--- config.mk ---
export PLATFORM = sky130hd
export DESIGN_NAME = uart_rx_byte
export DESIGN_NICKNAME = d
export VERILOG_FILES = /design/src/rtl/uart_rx_byte_pkg.sv /design/src/rtl/uart_baud_tick.sv /design/src/rtl/uart_rx_byte.sv
export SDC_FILE = /design/constraint.sdc
export NUM_CORES = 1
export LEC_CHECK = 0
export ABC_AREA = 1
export CAP_MARGIN = 20
export CORE_AREA = 2 2 70 72
export DETAILED_ROUTE_END_ITERATION = 8
export DIE_AREA = 0 0 72 74
export GPL_TIMING_DRIVEN = 0
export SLEW_MARGIN = 20
export SYNTH_ARGS = -nofsm -noshare
export SYNTH_HDL_FRONTEND = slang
export SYNTH_SLANG_ARGS = --single-unit
--- constraint.sdc ---
create_clock -name clk -period 2.1 [get_ports clk]
set_input_delay 0.21 -clock clk [delete_from_list [all_inputs] [get_ports clk]]
set_output_delay 0.21 -clock clk [all_outputs]
set_load 0.05 [all_outputs]
--- src/rtl/uart_rx_byte_pkg.sv ---
// uart_rx_byte_pkg: shared UART receiver state encodings, default line settings and divider rounding.
package uart_rx_byte_pkg;
    typedef enum logic [2:0] {RX_IDLE, RX_START, RX_DATA, RX_STOP, RX_BREAK} rx_state_e;
    localparam int DEF_CLK_HZ = 50_000_000;
    localparam int DEF_BAUD = 115200;
    function automatic int tick_div(input int clk_hz, input int baud, input int os);
        return (clk_hz + (baud * os) / 2) / (baud * os);
    endfunction
endpackage

--- src/rtl/uart_baud_tick.sv ---
// uart_baud_tick: free-running divider emitting a 1-cycle tick every DIV clocks, restartable by clr.
module uart_baud_tick #(
    parameter int DIV = 27
) (
    input  logic clk,
    input  logic rst,
    input  logic clr,
    output logic tick
);
    localparam int W = (DIV > 1) ? $clog2(DIV) : 1;
    logic [W-1:0] cnt_q, cnt_d;
    always_comb begin
        tick = !clr && cnt_q == W'(DIV - 1);
        cnt_d = (clr || tick) ? '0 : cnt_q + 1'b1;
    end
    always_ff @(posedge clk) begin
        if (rst) cnt_q <= '0;
        else cnt_q <= cnt_d;
    end
endmodule

--- src/rtl/uart_rx_byte.sv ---
// uart_rx_byte: 8N1 oversampling UART receiver with majority-vote bit decisions and break handling.
module uart_rx_byte
    import uart_rx_byte_pkg::*;
#(
    parameter int CLK_HZ = DEF_CLK_HZ,
    parameter int BAUD = DEF_BAUD,
    parameter int OVERSAMPLE = 16
) (
    input  logic       clk,
    input  logic       rst,
    input  logic       RxD,
    output logic       ValidData,
    output logic [7:0] ReceivedData,
    output logic       FrameError,
    output logic       RxBusy
);
    localparam int TICK_DIV = tick_div(CLK_HZ, BAUD, OVERSAMPLE);
    localparam int TW = $clog2(OVERSAMPLE);
    localparam logic [TW-1:0] T_S0 = TW'(OVERSAMPLE / 2 - 1);
    localparam logic [TW-1:0] T_S1 = TW'(OVERSAMPLE / 2);
    localparam logic [TW-1:0] T_DEC = TW'(OVERSAMPLE / 2 + 1);
    localparam logic [TW-1:0] T_END = TW'(OVERSAMPLE - 1);

    rx_state_e state_q, state_d;
    logic s1_q, rxs_q, rxs_prev_q;
    logic [TW-1:0] tcnt_q, tcnt_d;
    logic [2:0] bidx_q, bidx_d;
    logic [1:0] smp_q, smp_d;
    logic [7:0] shift_q, shift_d, data_q, data_d;
    logic valid_q, valid_d, ferr_q, ferr_d;
    logic tick, start_det, maj, dec, bend, stop_dec;

    assign start_det = state_q == RX_IDLE && rxs_prev_q && !rxs_q;
    assign maj = (smp_q[0] & smp_q[1]) | (rxs_q & (smp_q[0] | smp_q[1]));
    assign dec = tick && tcnt_q == T_DEC;
    assign bend = tick && tcnt_q == T_END;
    assign stop_dec = state_q == RX_STOP && dec;

    uart_baud_tick #(.DIV(TICK_DIV)) u_tick (
        .clk (clk),
        .rst (rst),
        .clr (start_det),
        .tick(tick)
    );

    always_ff @(posedge clk) begin
        if (rst) begin
            s1_q       <= 1'b1;
            rxs_q      <= 1'b1;
            rxs_prev_q <= 1'b1;
            state_q    <= RX_IDLE;
            tcnt_q     <= '0;
            bidx_q     <= '0;
            smp_q      <= '0;
            shift_q    <= '0;
            data_q     <= '0;
            valid_q    <= 1'b0;
            ferr_q     <= 1'b0;
        end else begin
            s1_q       <= RxD;
            rxs_q      <= s1_q;
            rxs_prev_q <= rxs_q;
            state_q    <= state_d;
            tcnt_q     <= tcnt_d;
            bidx_q     <= bidx_d;
            smp_q      <= smp_d;
            shift_q    <= shift_d;
            data_q     <= data_d;
            valid_q    <= valid_d;
            ferr_q     <= ferr_d;
        end
    end

    always_comb begin
        state_d = state_q;
        case (state_q)
            RX_IDLE:  state_d = start_det ? RX_START : RX_IDLE;
            RX_START: state_d = (dec && maj) ? RX_IDLE : bend ? RX_DATA : RX_START;
            RX_DATA:  state_d = (bend && bidx_q == 3'd7) ? RX_STOP : RX_DATA;
            RX_STOP:  state_d = dec ? (maj ? RX_IDLE : RX_BREAK) : RX_STOP;
            RX_BREAK: state_d = (tick && rxs_q && tcnt_q == T_END) ? RX_IDLE : RX_BREAK;
            default:  state_d = RX_IDLE;
        endcase
    end

    // In BREAK the tick counter instead counts consecutive high ticks.
    always_comb begin
        tcnt_d = (start_det || stop_dec) ? '0 :
                 !tick ? tcnt_q :
                 (state_q == RX_BREAK && !rxs_q) ? '0 :
                 (tcnt_q == T_END) ? '0 : tcnt_q + 1'b1;
        bidx_d = state_q == RX_START ? '0 : (state_q == RX_DATA && bend) ? bidx_q + 3'd1 : bidx_q;
        smp_d = (tick && (tcnt_q == T_S0 || tcnt_q == T_S1)) ? {smp_q[0], rxs_q} : smp_q;
        shift_d = (state_q == RX_DATA && dec) ? {maj, shift_q[7:1]} : shift_q;
        valid_d = stop_dec && maj;
        ferr_d = stop_dec && !maj;
        data_d = valid_d ? shift_q : data_q;
    end

    always_comb begin
        ValidData = valid_q;
        ReceivedData = data_q;
        FrameError = ferr_q;
        RxBusy = state_q != RX_IDLE;
    end
endmodule

## Yosys cells after proc, flatten, opt, wreduce, memory -nomap -nowiden

Cells that the tools add are included.

- Memories: 0
- Memory bits (writable): 0
- Flip-flop bits (word level): 38
- Bits in latches: 0
- ROM bits: 0

- Div/mod/pow operators: 0
- Eq/ne operators: 10
- Muxes and demuxes: 10
- Shift operators: 0
- Multipliers: 0
- Bitwise logic cells: 4
- Add/subtract/negate cells: 3
- $lt $le $gt $ge: 0
- Reduce and logical (&&, ||, !) cells: 27

Operators with widths:

| cell | number |
|---|---|
| $logic_and A1 B1 Y1 | 16 |
| $pmux W3 S5 | 1 |
| $eq A4 B4 Y1 const B | 3 |
| $mux W3 | 3 |
| $mux W4 | 2 |
| $eq A3 B2 Y1 const B | 2 |
| $eq A3 B3 Y1 const B | 2 |
| $reduce_or A2 Y1 | 3 |
| $add A5 B1 Y5 const B | 1 |
| $eq A5 B5 Y1 const B | 1 |
| $add A4 B1 Y4 const B | 1 |
| $eq A4 B3 Y1 const B | 1 |
| $mux W2 | 2 |
| $add A3 B1 Y3 const B | 1 |
| $eq A3 B1 Y1 const B | 1 |
| $logic_not A1 Y1 | 3 |
| $logic_not A3 Y1 | 1 |
| $logic_or A1 B1 Y1 | 3 |
| $reduce_bool A3 Y1 | 1 |
| $and A1 B1 Y1 | 2 |
| $mux W1 | 2 |
| $or A1 B1 Y1 | 2 |

## Depth between registers and ports, before layout

- Depth in word-level cells: 9
- Mapped depth: 12

## By module

From an unflattened synthesis, not the netlist that was laid out.

- Cell total of the unflattened synthesis: 230
- Area, all modules: 1,704.1 um2

By module, submodules not included:

| module | instances | seq. area each (um2) | area an instance (um2) | cells each |
|---|---|---|---|---|
| uart_rx_byte | 1 | 660.6 | 1,468.9 | 199 |
| uart_baud_tick | 1 | 100.1 | 235.2 | 31 |

## Worst setup path after synthesis

Ideal clock, no wire load.

- Kind: flip-flop to flip-flop
- Start: register state_q[2]
- End: register bidx_q[0]
- Library setup time: 0.119 ns
- Cell stages (with the launch flop): 9
- Path slack: 0.648 ns
- Period minus slack after synthesis: 1.452 ns
- Data required time: 1.981 ns
- Data arrival time: 1.333 ns
- Cells stage by stage: dfxtp_1 inv_2 nand2_2 nor2_4 nor2_8 buf_8 nand3_2 o21ai_0 a21oi_1

- Word-level cells in the longest chain between the ends: 7
- Elaborated cells on any way between the ends: 10

RTL lines:

| item | line | source |
|---|---|---|
| start: declaration | uart_rx_byte.sv:24 | `rx_state_e state_q, state_d;` |
| start signal: assignment | uart_rx_byte.sv:63 | `state_q <= state_d;` |
| $logic_not A3 Y1 | uart_rx_byte.sv:33 | `assign start_det = state_q == RX_IDLE && rxs_prev_q && !rxs_q;` |
| $logic_and A1 B1 Y1 (2 in a row) | uart_rx_byte.sv:33 |  |
| $logic_not A1 Y1 | uart_baud_tick.sv:13 | `tick = !clr && cnt_q == W'(DIV - 1);` |
| $logic_and A1 B1 Y1 | uart_baud_tick.sv:13 |  |
| $logic_and A1 B1 Y1 | uart_rx_byte.sv:36 | `assign bend = tick && tcnt_q == T_END;` |
| $logic_and A1 B1 Y1 | uart_rx_byte.sv:92 | `bidx_d = state_q == RX_START ? '0 : (state_q == RX_DATA && bend) ? bidx_q + 3'd1 : bidx_q;` |
| end signal: assignment | uart_rx_byte.sv:65 | `bidx_q <= bidx_d;` |
| end: declaration | uart_rx_byte.sv:27 | `logic [2:0] bidx_q, bidx_d;` |

Several ways; a longest one is shown, not always the timed one.
A chain may end at the register's enable or synchronous reset.

## Worst setup path after layout

- Start: register state_q[1]
- End: output RxBusy

- Word-level cells in the longest chain between the ends: 1

RTL lines:

| item | line | source |
|---|---|---|
| $reduce_bool A3 Y1 | uart_rx_byte.sv:104 | `RxBusy = state_q != RX_IDLE;` |
| end: declaration | uart_rx_byte.sv:15 | `output logic RxBusy` |

No other way between the ends.

==> flow_summary.ini <==
[outcome]
status = finished, final reports clean

[logic_synthesis]
netlist_area_um2 = 1750
synth-main-ff-cell = dfxtp_1
synth_area_per_cell_um2 = 8.08
ys_seq_area_share_pct = 43.4
synth_edf_count = 0
ys_warn_count = 0
ys_seq_elements = 38
synth_area_leaders = dfxtp_1 (43%), nor2_1 (6.8%), o21ai_0 (5.7%)
syn_inst = 217
synth_top_area_share_pct = 43.4
synth_nets = 227
yosysMostFrequentCell = dfxtp_1
ys_types = 31
synth_top_cell_by_area = dfxtp_1
async_reset_ff_share_pct = 0
synthTopCellsByCount = dfxtp_1 (38), nor2_1 (32), inv_1 (25)

[place]
dp_hpwl_um = 2220
place.port_buffers = 12
place.gp.congestion = 0.779
place_inst = 283

[sta]
setup_viol_count_final = 0
min_period_ns = 1.93
slew_violations = 0
hold_viol = 0
worst_slew_pin_slew_ns = 0.498
fmax_ghz = 0.518
maxSlewHeadroom_pct = 66.7
fin_tns_setup_ns = 0
finClkSkew_ns = 0.00718
rsz0062_at_grt = no
period_share_pct = 92.0

[power_and_ir_drop]
ir_worst_vdd_mv = 0.403
leakagePower_nw = 0.782
power_density_nw_per_um2 = 643

[global_routing]
grt_start_max_net_pins = 13
antenna_found_initial = 0
grt_overflow_total = 0
grt_pass1_vias = 1205
track_usage_pct = 13.0
grt_pass1_wl_um = 5400

[setup_path]
worst_setup_path_start_kind = flop
crit_type = flop to primary output
critPathSlowestCell = clkdlybuf4s50_1
cp_data_arrival_time_ns = 1.72
crit_required_ns = 1.89
end_kind = primary output
cpPeakStageDelay_ns = 0.81
path_buf_inv = 1
crit_chain = nor2_2, nand2_2, clkdlybuf4s50_1
cp_max_fo = 5
critical-path-top-delay-family = buffers and inverters

[clocking]
cts_root_buffer = clkbuf_8
ctsHtreeMaxLevel = 2
cts_setup_buffers = 0
tritoncts = yes
cts-resized-gates = 0
cts.sinks = 38
cts_hold_buf = 0
cts_buffers = 5
insertion_delay_ns = 0.29
path_clk_slew_ns = 0.08
cts_buffer_depth = 2

[layout]
area_delta_synth_final_pct = 16.1
fillers = 455
nets = 246
multiInputGateArea_um2 = 832
register_area_um2 = 761
drive_above_1_share_pct = 14.8
final_cells = 291
antenna_cells = 0

[floorplan]
std_cell_rows = 25
coreArea_um2 = 4600
die_h_um = 74
initial_core_util_pct = 38.1
dieArea_um2 = 5330
die_w_um = 72
ios = 14

[routing]
drc = 0
drt_iter0_markers = 72
ant_nets = 0
wl_um = 3030
wire_per_inst_um = 10.4
vias = 1349
dr.pass1.iters = 4
viasPerCell = 4.64

[hold_path]
hold_path.class = primary input to flop

[flow_run]
drv_cap = 0
[worst paths after layout]
| check | from | endpoint | slack [ns] | cells past startpoint |
|---|---|---|---|---|
| min | rst | ValidData$_SDFF_PP0_ | 0.27 | 2 |
| max reg2reg | u_tick.cnt_q[0]$_SDFF_PP0_ | bidx_q[0]$_SDFFE_PP0P_ | 0.51 | 10 |
| max | state_q[1]$_SDFF_PP0_ | RxBusy | 0.17 | 3 |
| min reg2reg | s1_q$_SDFF_PP1_ | rxs_q$_SDFF_PP1_ | 0.43 | 1 |
[registers in the layout (all words and copies together) (netlist names), 2 cells and up]
| register | flops |
|---|---|
| ReceivedData | 8 |
| tcnt_q | 4 |
| state_q | 3 |
| smp_q | 2 |
| u_tick.cnt_q | 5 |
| bidx_q | 3 |
| shift_q | 8 |
[per-layer routing]
layer	global-route usage, %	part of all wire, %	vias to the layer above
li1	-	-	733
met2	18.6	41	16
met5	0	0	-
met4	5.24	1.8	0
met1	18.2	54	594
met3	3.93	3.4	6
[placed cells by master, fill, tap and decap left out, drive strengths merged, types with 4 or more instances in the layout]
cell           Yosys  final
clkbuf             3      9
o21ai             22     22
dfxtp             38     38
a21oi             18     18
nor3               4      4
ha                 7      7
nor2              38     38
inv               30     30
clkdlybuf4s50      0     12
nand3             18     18
nand2             26     26
[layout make-up]
cell class                      count  area share [%]
Timing Repair Buffer               12            5.90
Sequential cell                    38            37.3
Tap cell                           54            3.32
Buffer                              5            1.84
Multi-Input combinational cell    143            40.8
Inverter                           31            6.08
Clock inverter                      2           0.614
Clock buffer                        6            4.05
[logic make-up (layout without fill, tap and decap cells)]
logic type / count (synthesis) / count (layout) / share of synthesized area [%]
AO/OA/AOI/OAI: 41 / 41 / 12.1
XOR/XNOR: 3 / 3 / 1.50
buffers and inverters: 36 / 56 / 9.20
flip-flops: 38 / 38 / 43.4
adder cells (fa/ha/maj): 7 / 7 / 4.99
AND/OR/NAND/NOR: 92 / 92 / 28.9
[report_power, final]
group	total (mW)	internal, mW	switching, mW	leakage [nW]
registers	0.735	0.728	0.00680	0.307
logic	0.0564	0.0195	0.0369	0.427
clock network	0.519	0.264	0.255	0.0472
total	1.31	1.01	0.299	0.782
[stage by stage]
step                      setup slack (ns)  utilization [%]  hold WS [ns]  cell area [um^2]  power, mW
final                                0.169             44.3         0.275              2040       1.31
after global routing                 0.111             44.3         0.322              2040       1.37
after CTS                            0.165             44.3         0.274              2040       1.33
after detailed placement             0.493             42.2         0.405              1940      0.809
after global placement               0.493             42.2         0.406              1940      0.808
after floorplan                      0.648                -         0.314              1750      0.794
Note: power is estimated with default switching activity, not from simulation.
